$ cat config.mk
export PLATFORM = sky130hd
export DESIGN_NAME = lsu_mem_if
export DESIGN_NICKNAME = d
export VERILOG_FILES = /design/src/rtl/lsu_pkg.sv /design/src/rtl/lsu_byte_lane.sv /design/src/rtl/lsu_mem_if.sv
export SDC_FILE = /design/constraint.sdc
export NUM_CORES = 1
export LEC_CHECK = 0
export ABC_CLOCK_PERIOD_IN_PS = 2970
export CORE_ASPECT_RATIO = 1.2
export CORE_MARGIN = 2
export CORE_UTILIZATION = 35
export DETAILED_ROUTE_END_ITERATION = 6
export GPL_TIMING_DRIVEN = 0
export PLACE_DENSITY_LB_ADDON = 0.25
export RECOVER_POWER = 100
export SKIP_CTS_REPAIR_TIMING = 1
export SYNTH_ARGS = -nofsm -noshare
export SYNTH_HDL_FRONTEND = slang
export SYNTH_SLANG_ARGS = --single-unit
export TNS_END_PERCENT = 20
$ cat constraint.sdc
create_clock -name i_clk -period 2.97 [get_ports i_clk]
set_input_delay 0.594 -clock i_clk [delete_from_list [all_inputs] [get_ports i_clk]]
set_output_delay 0.594 -clock i_clk [all_outputs]
set_load 0.01 [all_outputs]
$ cat src/rtl/lsu_pkg.sv
// Shared definitions for the load/store unit: funct3 encodings, FSM states,
// response error codes and the request legality check done at accept time.
package lsu_pkg;

  localparam logic [2:0] F3_B  = 3'b000;
  localparam logic [2:0] F3_H  = 3'b001;
  localparam logic [2:0] F3_W  = 3'b010;
  localparam logic [2:0] F3_BU = 3'b100;
  localparam logic [2:0] F3_HU = 3'b101;

  typedef enum logic [1:0] {
    IDLE    = 2'd0,
    RD_REQ  = 2'd1,
    RD_DATA = 2'd2,
    WR      = 2'd3
  } lsu_state_t;

  typedef enum logic [1:0] {
    ERR_OK       = 2'b00,
    ERR_MISALIGN = 2'b01,
    ERR_RANGE    = 2'b10
  } lsu_err_t;

  // Misalignment (including illegal funct3, which is reported the same way)
  // wins over the out-of-range check.
  function automatic lsu_err_t check_req(input logic        we,
                                         input logic [2:0]  funct3,
                                         input logic [31:0] addr,
                                         input logic [31:0] mem_bytes);
    logic legal;
    logic misaligned;
    legal      = 1'b0;
    misaligned = 1'b0;
    case (funct3)
      F3_B:    legal = 1'b1;
      F3_H:    begin legal = 1'b1; misaligned = addr[0]; end
      F3_W:    begin legal = 1'b1; misaligned = (addr[1:0] != 2'b00); end
      F3_BU:   legal = !we;
      F3_HU:   begin legal = !we; misaligned = addr[0]; end
      default: legal = 1'b0;
    endcase
    if (!legal || misaligned) return ERR_MISALIGN;
    if (addr >= mem_bytes)    return ERR_RANGE;
    return ERR_OK;
  endfunction

endpackage

$ cat src/rtl/lsu_byte_lane.sv
// Combinational lane logic: pulls a byte/half out of a memory word with
// sign or zero extension, and merges a store byte/half into a word.
module lsu_byte_lane
  import lsu_pkg::*;
(
  input  logic [2:0]  i_funct3,
  input  logic [1:0]  i_offset,
  input  logic [31:0] i_word,
  input  logic [15:0] i_store_data,
  output logic [31:0] o_load_data,
  output logic [31:0] o_store_word
);

  logic [7:0]  w_byte;
  logic [15:0] w_half;

  // Select the addressed little-endian lane and extend it for loads.
  always_comb begin
    w_byte      = i_word[{i_offset, 3'b000} +: 8];
    w_half      = i_word[{i_offset[1], 4'b0000} +: 16];
    o_load_data = i_word;
    case (i_funct3)
      F3_B:    o_load_data = {{24{w_byte[7]}}, w_byte};
      F3_BU:   o_load_data = {24'd0, w_byte};
      F3_H:    o_load_data = {{16{w_half[15]}}, w_half};
      F3_HU:   o_load_data = {16'd0, w_half};
      default: o_load_data = i_word;
    endcase
  end

  // Replace only the addressed lane; every other byte keeps the read value.
  always_comb begin
    o_store_word = i_word;
    case (i_funct3)
      F3_B:    o_store_word[{i_offset, 3'b000} +: 8]     = i_store_data[7:0];
      F3_H:    o_store_word[{i_offset[1], 4'b0000} +: 16] = i_store_data;
      default: o_store_word = i_word;
    endcase
  end

endmodule

$ cat src/rtl/lsu_mem_if.sv
// Load/store unit towards a word-write-only data memory with a one-cycle
// registered read. Sub-word stores are done as read-modify-write.
module lsu_mem_if
  import lsu_pkg::*;
#(
  parameter int unsigned MEM_BYTES = 1024
) (
  input  logic        i_clk,
  input  logic        i_rst,
  input  logic        i_req_valid,
  output logic        o_req_ready,
  input  logic        i_req_we,
  input  logic [2:0]  i_req_funct3,
  input  logic [31:0] i_req_addr,
  input  logic [31:0] i_req_wdata,
  output logic        o_resp_valid,
  output logic [31:0] o_resp_rdata,
  output logic [1:0]  o_resp_err,
  output logic        o_mem_read,
  output logic        o_mem_write,
  output logic [31:0] o_mem_address,
  output logic [31:0] o_mem_write_data,
  input  logic [31:0] i_mem_read_data
);

  lsu_state_t  r_state;
  lsu_state_t  w_next_state;
  logic        w_accept;
  lsu_err_t    w_req_err;
  logic        r_we;
  logic [2:0]  r_funct3;
  logic [31:0] r_addr;
  logic [31:0] r_wdata;
  logic        r_resp_valid;
  logic [31:0] r_resp_rdata;
  lsu_err_t    r_resp_err;
  logic [31:0] w_load_data;
  logic [31:0] w_store_word;

  assign w_req_err = check_req(i_req_we, i_req_funct3, i_req_addr, MEM_BYTES);

  lsu_byte_lane u_lane (
    .i_funct3     (r_funct3),
    .i_offset     (r_addr[1:0]),
    .i_word       (i_mem_read_data),
    .i_store_data (r_wdata[15:0]),
    .o_load_data  (w_load_data),
    .o_store_word (w_store_word)
  );

  // Memory strobes come only from state and latched fields.
  assign o_req_ready      = (r_state == IDLE);
  assign o_mem_read       = (r_state == RD_REQ);
  assign o_mem_write      = (r_state == WR);
  assign o_mem_address    = {r_addr[31:2], 2'b00};
  assign o_mem_write_data = (r_state == WR) ? r_wdata : 32'd0;
  assign o_resp_valid     = r_resp_valid;
  assign o_resp_rdata     = r_resp_rdata;
  assign o_resp_err       = r_resp_err;

  // State register.
  always_ff @(posedge i_clk) begin
    if (i_rst) r_state <= IDLE;
    else       r_state <= w_next_state;
  end

  // Next-state decode; erroneous requests are answered straight from IDLE.
  always_comb begin
    w_next_state = r_state;
    w_accept     = 1'b0;
    case (r_state)
      IDLE: begin
        if (i_req_valid) begin
          w_accept = 1'b1;
          if (w_req_err != ERR_OK)                  w_next_state = IDLE;
          else if (i_req_we && i_req_funct3 == F3_W) w_next_state = WR;
          else                                       w_next_state = RD_REQ;
        end
      end
      RD_REQ:  w_next_state = RD_DATA;
      RD_DATA: w_next_state = r_we ? WR : IDLE;
      WR:      w_next_state = IDLE;
      default: w_next_state = IDLE;
    endcase
  end

  // Request fields, merged store word and the one-cycle response pulse.
  always_ff @(posedge i_clk) begin
    if (i_rst) begin
      r_we         <= 1'b0;
      r_funct3     <= 3'd0;
      r_addr       <= 32'd0;
      r_wdata      <= 32'd0;
      r_resp_valid <= 1'b0;
      r_resp_rdata <= 32'd0;
      r_resp_err   <= ERR_OK;
    end else begin
      r_resp_valid <= 1'b0;
      r_resp_rdata <= 32'd0;
      r_resp_err   <= ERR_OK;
      if (w_accept) begin
        r_we     <= i_req_we;
        r_funct3 <= i_req_funct3;
        r_addr   <= i_req_addr;
        r_wdata  <= i_req_wdata;
        if (w_req_err != ERR_OK) begin
          r_resp_valid <= 1'b1;
          r_resp_err   <= w_req_err;
        end
      end
      if (r_state == RD_DATA) begin
        if (r_we) begin
          r_wdata <= w_store_word;
        end else begin
          r_resp_valid <= 1'b1;
          r_resp_rdata <= w_load_data;
        end
      end
      if (r_state == WR) r_resp_valid <= 1'b1;
    end
  end

endmodule

==> results of run 1 <==
-- report_power, final --
part           switching [mW]  internal, mW  total [mW]  leakage, nW
logic                   0.275         0.272       0.547         2.34
clock network           0.606         0.597        1.20        0.146
registers              0.0424          1.46        1.50        0.859
-- registers in the layout, indices dropped and copies added, names as in the netlist --
name,count
o_resp_valid,1
r_we,1
r_funct3,3
o_resp_rdata,32
r_state,2
r_addr,32
o_resp_err,2
r_wdata,32
-- cell usage in the layout (no fill, tap or decap), drive strengths merged, types with 2 or more instances in the layout --
cell / count
a21oi: 57
dfxtp: 105
a41o: 2
nor2: 14
nor3: 5
conb: 2
nand2b: 2
and2: 2
clkinv: 2
nor4: 8
nand2: 155
dlygate4sd3: 101
and3: 32
ha: 5
a311oi: 16
clkdlybuf4s50: 100
clkbuf: 52
mux2: 2
a222oi: 7
nand4: 2
and4: 2
inv: 16
mux2i: 17
a31oi: 2
buf: 41
a221oi: 56
nor2b: 6
o21ai: 9
-- kinds of logic (layout without fill, tap and decap cells) --
family          after synthesis  after routing  synth area share [%]
simple gates                237            237                  21.2
mux                          19             19                  3.69
flops                       105            105                  40.3
fa+ha+maj                     5              5                  1.20
compound gates              155            155                  23.7
buf+inv                      96            312                  9.88
other cells                   1              2                0.0719
-- routing by layer --
metal	routed length [um]	vias to the layer above	track usage (%)
li1	-	2624	-
met1	7590	2650	27.5
met2	9790	290	43.3
met3	1540	60	5.10
met4	916	0	12.7
met5	0	-	0
-- Yosys cell counts (all sizes together), types with 2 or more instances --
library cell	n	area, um2
and2	2	12.5
a21oi	57	285
mux2i	17	170
dfxtp	105	2100
a221oi	56	591
nand2	155	582
and4	2	17.5
a41o	2	32.5
nor2	14	52.6
inv	11	41.3
o21ai	9	45.0
a311oi	16	140
nand2b	2	12.5
buf	49	338
mux2	2	22.5
nor4	8	56.3
and3	32	200
clkbuf	36	136
nor2b	6	37.5
a31oi	2	12.5
nor3	5	25.0
ha	5	62.6
nand4	2	12.5
a222oi	7	70.1
-- worst max-delay path by stage --
stage	slack, ns	end	from	depth (start not counted)
after CTS	0.02	o_mem_write_data[23]	r_state[1]	4
after global routing	0.08	o_mem_write_data[29]	r_state[0]	3
after detailed placement	0.37	r_state[0]	i_req_addr[12]	5
final	0.17	o_mem_write_data[23]	r_state[0]	3
after global placement	0.39	o_resp_valid	i_req_addr[12]	5
after floorplan	1.08	r_wdata[24]	r_addr[1]	8
-- cell type report --
type                       count  area (um2)
clock buffer                   9         225
sequential                   105        2100
clock inverter                 7        68.8
tap                          200         250
timing repair buffer         201        2010
buffer                        84         463
inverter                      11        41.3
fill                        1389        6750
multi-input combinational    418        2560
-- per-stage QoR --
step                      power, mW  util (%)  setup slack, ns  cells
after global placement         2.08      51.7            0.386   1020
final                          3.25      53.4            0.165   1035
after global routing           3.37      53.4           0.0780   1035
after detailed placement       2.09      51.7            0.370   1020
after floorplan                1.79         -             1.08    619
after CTS                      3.28      53.7           0.0169   1036
-- worst min-delay path, cell delays in order (launching register included) --
cell	delay, ns
dfxtp_1	0.31
nand2_1	0.05
a21oi_1	0.05
==> summary.md, run 1 <==
| Metric | Value |
|---|---|
| Pin count of the biggest net entering global routing | 21 |
| Placer Congestion | 0.913 |
| Hold Worst Slack | 0.456 ns |
| Yosys warnings | 0 |
| Routed WL | 19,800 um |
| Overall via count from detail_route | 5,624 |
| Type of the setup path with the least slack | reg -> out |
| Beginning of the worst register-to-register path | r_addr[1] |
| Number of nets in the finished design | 938 |
| Clock tree sinks | 105 |
| Number of nets with antenna violations after detailed routing | 0 |
| Buf/Inv on CP | 2 |
| Required time of the worst setup path | 2.38 ns |
| Cts bufs inserted | 9 |
| Fin crit share | 94.4% |
| Share of cells above drive strength 1 | 9.34% |
| TritonCTS clock tree | done |
| Max clock buf depth | 2 |
| Sequential element share of the synthesized area | 40.3% |
| Worst Reg-to-Reg Cells | 7 |
| Overall track demand over capacity in global routing | 24.5% |
| Number of synthesized register bits | 105 |
| Std cell rows | 48 |
| Slowest stage cell on the critical path | dlygate4sd3_1 |
| Synth Flop Type | dfxtp_1 |
| Transition time of the tightest slew-check pin | 0.919 ns |
| Placed cell areas | 7480 um2 |
| Cell-by-cell listing of the critical path | clkbuf_1 -> and3_1 -> dlygate4sd3_1 |
| Largest delay contributor family on the critical path | buffers and inverters |
| Diode count | 0 |
| Power density cells | 421 nW/um2 |
| Wire length of the first global-routing pass | 29,600 um |
| Relative slew margins | 37.8% |
| Unique cell type count in the Yosys netlist | 48 |
| H-tree depth | 3 |
| Async set-or-reset flop fraction in the synthesized netlist | 0% |
| Final setup viols | 0 |
| Post-synth EDFFs | 0 |
| Outcome | finished, violations left |
| Number of antenna violations at the first check in global routing | 0 |
| Via count normalized by instance count | 5.43 |
| Initial cell density of the core | 36.0% |
| Worst min-delay path class | reg -> reg |
| Horizontal die dimension | 115 um |
| Max rail drop VDD | 262 uV |
| Core area | 14,500 um2 |
| Gate count of the mapped netlist | 618 |
| Die ar. | 15,900 um2 |
| Slew Viols, Final | 0 |
| Post-synthesis instance area | 5220 um2 |
| Capturing element type of the critical path | output pin |
| Clock transition time at the flip-flop clock pins of the worst setup and hold paths | 0.08 ns |
| Average wire per standard cell | 19.2 um |
| Height of the chip | 138 um |
| Worst EP arrival | 2.21 ns |
| Number of buffers added on ports | 201 |
| Number of max-cap violations | 0 |
| Hold Violations, Final | 0 |
| Maximum fanout along the worst path | 12 |
| Lkg Pwr | 3.34 nW |
| RSZ-0062 raised after global routing | no |
| Setup slack on the worst flop-to-flop path | 0.26 ns |
| Gr ovfl total | 0 |
| Min-delay src | r_addr[5] |
| Number of search-and-repair iterations in the first detailed-routing pass | 7 |
| Number of top-level pins | 205 |
| Hold worst-path end | r_addr[5] |
| Setup_tns | 0 ns |
| Detailed placer's ending HPWL | 15,500 um |
| Clk_lat worst skew | 0.36 ns |
| Design Area, Final | 7720 um2 |
| Endpoint of the lowest-slack register-to-register path | r_wdata[8] |
| Violated checks | design-rule violations |
| Upper clock frequency limit | 357 MHz |
| Number of global-route vias before repair | 5,711 |
| Cell at the root of the clock tree | clkbuf_16 |
| Startpoint types | flop |
| Maximum cell stage delay along the critical path | 0.61 ns |
| Min cycle time layout | 2.80 ns |
| Layout Skew | 0.00774 ns |
| Hold path cells | 2 |
| DRC viols | 3 |
| Area added between synthesis and finish | 48.1% |
| Syn_area_per_cell | 8.44 um2 |
| Drt initial violations | 376 |
Note: power is estimated with default switching activity, not from simulation.
==> inputs of run 2 (changes only) <==
- PLACE_DENSITY: unset -> 0.67
- PLACE_DENSITY_LB_ADDON: 0.25 -> unset
==> run 2 against run 1 <==
Compared with the run above:
- the flow still finishes with violations (design-rule violations)
- routed wire length down 2.9%
- via count decreased by 1.7%
- critical path depth increased by 1
- maximum frequency fell by 0.68%
- first-iteration DRC count is 16% higher
- flip-flop and latch count stayed put
- critical endpoint is now o_mem_write_data[11]
==> summary.md, run 2 (synthesis gave the netlist of run 1 again) <==
| Metric | Value |
|---|---|
| Outcome | finished, violations left |
| Violated checks | design-rule violations |
| Number of nets in the finished design | 939 |
| Capturing element type of the critical path | output pin |
| Fin crit share | 95.1% |
| Upper clock frequency limit | 354 MHz |
| Met1 usage | 27.2% |
| Number of max-cap violations | 0 |
| TritonCTS clock tree | done |
| Final setup viols | 0 |
| Gr ovfl total | 0 |
| Clock tree sinks | 105 |
| Overall via count from detail_route | 5,529 |
| Via count normalized by instance count | 5.34 |
| Cts bufs inserted | 9 |
| GRT met3 Usage | 5.59% |
| Final WS setup | 0.146 ns |
| Min cycle time layout | 2.82 ns |
| Max rail drop VDD | 230 uV |
| Share of cells above drive strength 1 | 9.33% |
| Most used routing layer | met2 |
| Layout Skew | 0.00670 ns |
| Number of global-route vias before repair | 5,464 |
| Average wire per standard cell | 18.6 um |
| Design Area, Final | 7720 um2 |
| Number of search-and-repair iterations in the first detailed-routing pass | 7 |
| Pre-CTS WS | 0.386 ns |
| Transition time of the tightest slew-check pin | 0.829 ns |
| Hold Violations, Final | 0 |
| Number of nets with antenna violations after detailed routing | 0 |
| Placer Congestion | 0.918 |
| Wire length of the first global-routing pass | 28,400 um |
| Slew Viols, Final | 0 |
| Pin count of the biggest net entering global routing | 19 |
| Type of the setup path with the least slack | reg -> out |
| DRC viols | 9 |
| Met2 GRT Util | 39.9% |
| Initial cell density of the core | 36.0% |
| Startpoint types | flop |
| Leading cell types in the layout, fill and taps excluded | nand2_1 (155), clkdlybuf4s50_1 (114), dfxtp_1 (105) |
| Detailed placer's ending HPWL | 15,100 um |
| Setup_tns | 0 ns |
| Std cell rows | 48 |
| Cell at the root of the clock tree | clkbuf_16 |
| Horizontal die dimension | 115 um |
| Diode count | 0 |
| Routed WL | 19,200 um |
| Worst EP arrival | 2.23 ns |
| Most common cell after layout, fill and taps aside | nand2_1 |
| Die ar. | 15,900 um2 |
| Required time of the worst setup path | 2.38 ns |
| Maximum fanout along the worst path | 10 |
| Worst min-delay path class | reg -> reg |
| Core area | 14,500 um2 |
| Number of top-level pins | 205 |
| Height of the chip | 138 um |
| Area added between synthesis and finish | 48.1% |
| Relative slew margins | 43.9% |
| Number of antenna violations at the first check in global routing | 0 |
| Lkg Pwr | 3.28 nW |
| H-tree depth | 3 |
| Max clock buf depth | 2 |
| RSZ-0062 raised after global routing | no |
| Clk_lat worst skew | 0.35 ns |
| Placed cell areas | 7480 um2 |
| Clock transition time at the flip-flop clock pins of the worst setup and hold paths | 0.07 ns |
| Power density cells | 414 nW/um2 |
| Drt initial violations | 436 |
| Number of buffers added on ports | 201 |
| Overall track demand over capacity in global routing | 23.5% |
## run 2: changes by cell type in the layout (fill, tap and decap cells not counted), moves of 2 or more
cell / change
clkdlybuf4s50_1: +14
clkinv_4: +2
dlygate4sd3_1: -14
inv_6: -2
inv_8: -2
## run 2: stage by stage
step	util, %	std cells	hold WS, ns	total power, mW
after floorplan	-	619	0.437	1.79
after global placement	51.7	1020	0.443	2.08
after detailed placement	51.7	1020	0.449	2.09
after CTS	53.6	1036	0.459	3.23
after global routing	53.4	1036	0.484	3.31
final	53.4	1036	0.457	3.20
## run 2: path summary, 6_finish.rpt
path | startpoint | endpoint | slack (ns) | depth (start not counted)
worst max-delay path | r_state[0] | o_mem_write_data[11] | 0.15 | 4
worst min-delay path | r_addr[3] | r_addr[3] | 0.46 | 2
worst max register to register | r_addr[1] | r_wdata[13] | 0.36 | 7
worst min register to register | r_addr[3] | r_addr[3] | 0.46 | 2
## run 2: routing by layer
metal  routed length [um]  up-vias
met3                 1400       51
met1                 7680     2588
met5                    0        -
li1                     -     2631
met2                 9310      259
met4                  867        0
## run 2: area by class of cell
class / instances / area, um2
Clock buffer: 10 / 229
Inverter: 11 / 41.3
Buffer: 85 / 468
Fill cell: 1352 / 6750
Sequential cell: 105 / 2100
Clock inverter: 6 / 53.8
Tap cell: 200 / 250
Multi-Input combinational cell: 418 / 2570
Timing Repair Buffer: 201 / 2010
## run 2: critical path, cell delays in order, from the launching register on
cell and delay [ns]:
dfxtp_1 0.34, clkbuf_1 0.37, clkbuf_1 0.34, and3_1 0.23, dlygate4sd3_1 0.61
## run 2: where the power goes
part	leakage [nW]	internal [mW]	switching (mW)
clock	0.135	0.582	0.568
combinational	2.29	0.272	0.270
sequential	0.859	1.46	0.0435
==> inputs of run 3 (changes only) <==
- ABC_AREA: unset -> 1
- CORE_MARGIN: 2 -> 1.5
- DONT_BUFFER_PORTS: unset -> 1
- PLACE_DENSITY: 0.67 -> unset
==> run 3 against run 2 <==
Compared with the run above:
- synthesized cell count grew 46%
- hold slack worse by 0.16 ns
- global-route usage shrank 1.4 points
- critical path depth up 3
- routed wire length is 4.1% higher
- cell count is 9.6% higher
- power fell by 2.3%
- non-clock buffer count decreased by 205
- flip-flop and latch count is the same
- combinational power down 11%
- the flow now finishes without violations
- sequential share of layout area rose by 6.1 points
==> summary.md, run 3 <==
| Metric | Value |
|---|---|
| Outcome | finished, final reports clean |
| Required time of the worst setup path | 3.26 ns |
| Average wire per standard cell | 17.7 um |
| Detailed placer's ending HPWL | 16,000 um |
| Clock tree sinks | 105 |
| Gr ovfl total | 0 |
| Crit-path most repeated cell | nor2_1 |
| Number of top-level pins | 205 |
| Fin crit share | 81.6% |
| Met2 GRT Util | 36.3% |
| Post-synthesis instance area | 5970 um2 |
| Worst EP arrival | 2.72 ns |
| TritonCTS clock tree | done |
| Number of global-route vias before repair | 5,475 |
| Upper clock frequency limit | 413 MHz |
| Unique cell type count in the Yosys netlist | 36 |
| Dominant cells by area after synthesis | dfxtp_1 (35%), nand2_1 (8.8%), nor2_1 (8.5%) |
| Core area | 16,800 um2 |
| Type of the setup path with the least slack | reg -> reg |
| Pin count of the biggest net entering global routing | 18 |
| Min cycle time layout | 2.42 ns |
| Wire length of the first global-routing pass | 29,900 um |
| Transition time of the tightest slew-check pin | 0.581 ns |
| Hold Violations, Final | 0 |
| Beginning of the worst register-to-register path | r_state[1] |
| Capturing element type of the critical path | flop |
| Maximum fanout along the worst path | 10 |
| Worst min-delay path class | in -> reg |
| Power density cells | 495 nW/um2 |
| Most common cell after layout, fill and taps aside | nand2_1 |
| Cell taking the most area after synthesis | dfxtp_1 |
| Maximum cell stage delay along the critical path | 0.43 ns |
| Clk_lat worst skew | 0.36 ns |
| Die ar. | 17,900 um2 |
| Most used routing layer | met2 |
| Number of nets with antenna violations after detailed routing | 0 |
| Initial cell density of the core | 35.6% |
| Number of synthesized register bits | 105 |
| Final setup viols | 0 |
| Utilization after layout | 37.6% |
| Endpoint of the lowest-slack register-to-register path | r_addr[2] |
| Cell-by-cell listing of the critical path | nor2_1 -> nand2_1 -> clkinvlp_2 -> clkbuf_1 -> clkbuf_1 -> nor2_1 -> nor2_1 |
| Cts bufs inserted | 9 |
| Gate count of the mapped netlist | 902 |
| Horizontal die dimension | 122 um |
| Number of max-cap violations | 0 |
| RSZ-0062 raised after global routing | no |
| GRT met3 Usage | 7.42% |
| Height of the chip | 146 um |
| Max rail drop VDD | 258 uV |
| Number of fillers in the final layout | 1,956 |
| Worst Reg-to-Reg Cells | 7 |
| Min-delay src | i_rst |
| Cell at the root of the clock tree | clkbuf_16 |
| Number of antenna violations at the first check in global routing | 0 |
| Syn_area_per_cell | 6.62 um2 |
| Lkg Pwr | 2.93 nW |
| Post-synth EDFFs | 0 |
| Sequential element share of the synthesized area | 35.2% |
| Leading cell types in the layout, fill and taps excluded | nand2_1 (142), nor2_1 (138), inv_1 (131) |
| Met1 usage | 25.4% |
| Via count normalized by instance count | 5.06 |
| Layout Skew | 0.0103 ns |
| Relative slew margins | 61.1% |
| Most common cell in the netlist | nand2_1 |
| Hold path cells | 1 |
| Overall via count from detail_route | 5,743 |
| Top post-synthesis cells by count | nand2_1 (140), nor2_1 (135), inv_1 (129), dfxtp_1 (105), o21ai_0 (76) |
| Startpoint types | flop |
| Yosys warnings | 0 |
| Share of Yosys cell area claimed by the top area cell type | 35.2% |
| Number of search-and-repair iterations in the first detailed-routing pass | 5 |
| Overall track demand over capacity in global routing | 22.2% |
| Synth Flop Type | dfxtp_1 |
| Slew Viols, Final | 0 |
| Placer Congestion | 0.928 |
| Setup slack on the worst flop-to-flop path | 0.55 ns |
| Std cell rows | 52 |
| Setup_tns | 0 ns |
| Placed cell areas | 6240 um2 |
| Drt initial violations | 311 |
| Clock transition time at the flip-flop clock pins of the worst setup and hold paths | 0.08 ns |
| Number of nets in the finished design | 1,022 |
| Area added between synthesis and finish | 5.76% |
| Max clock buf depth | 2 |
| Slowest stage cell on the critical path | clkbuf_1 |
| DRC viols | 0 |
| Diode count | 0 |
| Routed WL | 20,000 um |
| Async set-or-reset flop fraction in the synthesized netlist | 0% |
| Share of cells above drive strength 1 | 5.88% |
| Design Area, Final | 6310 um2 |
| H-tree depth | 3 |
| Number of buffers added on ports | 0 |
| Hold worst-path end | o_resp_valid |
==> run 3: cell types whose count changed after synthesis, moves of 35 or more <==
| cell | change |
|---|---|
| nor2_1 | +121 |
| inv_1 | +118 |
| o21ai_0 | +68 |
| o21ai_1 | +68 |
| nand3_1 | +43 |
| a221oi_1 | -40 |
| a21oi_1 | -35 |
==> run 3: kinds of logic after synthesis <==
kind of cell               share of synthesized area [%]
buffers and inverters                               18.1
other                                             0.0628
and+or+nand+nor                                     25.4
AOI/OAI and AO/OA                                   20.2
DFF                                                 35.2
adders and majority gates                           1.05
==> run 3: routing by layer <==
| metal | wire length, um | up-vias |
|---|---|---|
| met5 | 0 | - |
| met4 | 934 | 0 |
| li1 | - | 2864 |
| met1 | 7880 | 2586 |
| met2 | 9300 | 247 |
| met3 | 1930 | 46 |
==> run 3: per-stage QoR <==
stage	hold WS, ns	setup slack, ns	instances	power, mW
global placement	0.464	0.833	1119	2.05
finish	0.298	0.546	1135	3.12
detailed placement	0.476	0.841	1119	2.06
CTS	0.280	0.605	1135	3.21
global route	0.278	0.263	1135	3.30
floorplan	0.456	1.26	903	1.94
==> run 3: report_power, final <==
group | total, mW | switching [mW] | internal, mW | leakage (nW)
clock | 1.14 | 0.564 | 0.578 | 0.132
combinational | 0.483 | 0.336 | 0.147 | 1.94
sequential | 1.50 | 0.0305 | 1.47 | 0.862
total | 3.12 | 0.931 | 2.19 | 2.93
==> run 3: worst max-delay path by stage <==
stage	from	endpoint	slack (ns)	depth (start not counted)
2_1_floorplan	r_addr[1]	r_wdata[0]	1.26	8
3_3_place_gp	r_addr[1]	r_wdata[2]	0.83	8
3_5_place_dp	r_addr[1]	r_wdata[1]	0.84	8
4_1_cts	r_state[1]	o_mem_write_data[22]	0.60	3
5_1_grt	r_state[1]	r_addr[18]	0.26	7
6_report	r_state[1]	r_addr[2]	0.55	7
==> run 3: worst max-delay path, delay by kind of cell (launching register included) <==
kind	cells	cell delay (ns)
buffers and inverters	3	1.13
flip-flops	1	0.37
AND/OR/NAND/NOR	4	0.84
==> run 3: final cells by class <==
cell class | count | area, um2 | share of cell area, %
clock buffer | 11 | 233 | 3.69
sequential | 105 | 2100 | 33.3
tap | 216 | 270 | 4.28
buffer | 81 | 392 | 6.20
multi-input combinational | 576 | 2750 | 43.5
clock inverter | 5 | 41.3 | 0.654
inverter | 141 | 532 | 8.42
==> variant, RTL diff (settings of run 2) <==
Register the output `o_resp_err` once more, cleared by the reset; this adds one clock of latency there. The other outputs are not delayed to match.
--- a/src/rtl/lsu_mem_if.sv
+++ b/src/rtl/lsu_mem_if.sv
@@ -56,7 +56,13 @@
   assign o_mem_write_data = (r_state == WR) ? r_wdata : 32'd0;
   assign o_resp_valid     = r_resp_valid;
   assign o_resp_rdata     = r_resp_rdata;
-  assign o_resp_err       = r_resp_err;
+  always_ff @(posedge i_clk) begin
+    if (i_rst) begin
+      o_resp_err <= '0;
+    end else begin
+      o_resp_err <= r_resp_err;
+    end
+  end
 
   // State register.
   always_ff @(posedge i_clk) begin
Behaviour: not the same (a bounded check fails within 4 cycles, from zero or initial values and one cycle with i_rst high).
==> variant against run 2 <==
  * Total power is 5.1% higher
  * Sequential cell count is 2 higher
  * Via count is 2.1% lower
  * Critical path depth stayed put
  * First-iteration DRC count is 14% lower
  * Synthesized area is 1.7% higher
  * Worst setup slack worse by 50 ps
  * Count of clock-buffer cells in the layout is 4 higher
  * Wire length is 0.57% lower
  * Design area is 1.1% higher
==> variant: results (changes against run 2) <==
Run status: completed
Maximum number of pins on one net before global-route repair: 16 (-3)
Post-Synth Adder-Cell Area: 1.18% (-0.020 points)
Top post-synthesis cells by count: sky130_fd_sc_hd__nand2_1, sky130_fd_sc_hd__dfxtp_1, sky130_fd_sc_hd__a21oi_1, sky130_fd_sc_hd__a221oi_1, sky130_fd_sc_hd__buf_4
Avg WL per Cell: 18.3 um (-1.6%)
Leak pwr: 3.32 nW (+1.0%)
Global-route wire length before repair: 29,200 um (+2.5%)
Synthesized instance count: 624 (+0.97%)
Met1 Usage GRT: 28.2% (+0.96 points)
VDD IR max: 0.224 mV (-2.5%)
Sequential element share of the synthesized area: 40.4% (+0.089 points)
Initial detailed-routing violation count: 375 (-14%)
Internal power component: 2.50 mW (+8.1%)
Multiplexer fraction of the synthesized cell area: 3.42% (-0.27 points)
Ratio of cells with drive above 1 in the final layout: 8.78% (-0.55 points)
Placed wire-length estimate: 15,000 um (-0.72%)
Length of routed wiring on met1: 7760 um (+1.0%)
Routability cong.: 0.896 (-2.3%)
Post-detailed-placement cell area: 0.00758 mm^2 (+1.4%)
CTS H-tree depth: 3 (unchanged)
Filler-free cell count of the finished design: 1,047 (+1.1%)
GR Layer Usage met2: 39.0% (-0.94 points)
Synth Area in Compound Gates: 23.6% (-0.037 points)
IO buf count: 202 (+0.50%)
Top cells by area in the synthesized netlist: sky130_fd_sc_hd__dfxtp_1, sky130_fd_sc_hd__nand2_1, sky130_fd_sc_hd__a221oi_1
Met3 capacity usage during global routing: 7.12% (+1.5 points)
Layout fillers: 1,436 (+6.2%)
Setup WS pre-CTS: 326 ps (-60.1 ps)
Endpoint arrival time on the critical path: 2280 ps (+50 ps)
Total via count in the routed design: 5,413 (-2.1%)
Via count of the first global-routing pass: 5,279 (-3.4%)
Met3 Wirelength: 1730 um (+24%)
Max transition margin: 33.5% (-10 points)
[variant: cell count changes after synthesis, sizes merged]
cell    change
o21ai       +2
mux2        -1
clkbuf      -2
and2        +1
a21oi       -1
nor2b       +4
buf         +2
nand2       -1
dfxtp       +2
[variant: through the flow]
step	total power [mW]	utilization (%)	hold slack, ps
2_1_floorplan	1.83	-	414
3_3_place_gp	2.12	50.9	443
3_5_place_dp	2.12	50.9	428
4_1_cts	3.38	53.0	457
5_1_grt	3.47	52.4	470
6_report	3.36	52.4	454
[variant: final timing paths]
| kind | startpoint | endpoint | slack, ps | depth (start not counted) |
|---|---|---|---|---|
| worst max-delay path | r_state[1]$_SDFFE_PP0P_ | o_mem_write_data[12] | 100 | 4 |
| worst min register to register | r_addr[8]$_SDFFE_PP0P_ | r_addr[8]$_SDFFE_PP0P_ | 450 | 2 |
| worst max register to register | r_addr[1]$_SDFFE_PP0P_ | r_wdata[8]$_SDFF_PP0_ | 200 | 7 |
| worst min-delay path | r_addr[8]$_SDFFE_PP0P_ | r_addr[8]$_SDFFE_PP0P_ | 450 | 2 |
[variant: power groups by stage]
| stage | combinational, mW | sequential, mW | clock [mW] |
|---|---|---|---|
| final | 0.532 | 1.54 | 1.29 |
| after global routing | 0.576 | 1.54 | 1.35 |
| after CTS | 0.555 | 1.54 | 1.29 |
| after detailed placement | 0.551 | 1.57 | 0 |
| after global placement | 0.551 | 1.57 | 0 |
| after floorplan | 0.275 | 1.55 | 0 |
[variant: area by class of cell]
cell class	instances	share of cell area, %
inverters	11	0.529
repair buffers	202	25.9
multi-input cells	422	32.9
clock inverters	2	0.769
flip-flops and latches	107	27.4
well taps	204	3.27
plain buffers	85	6.04
clock buffers	14	3.12
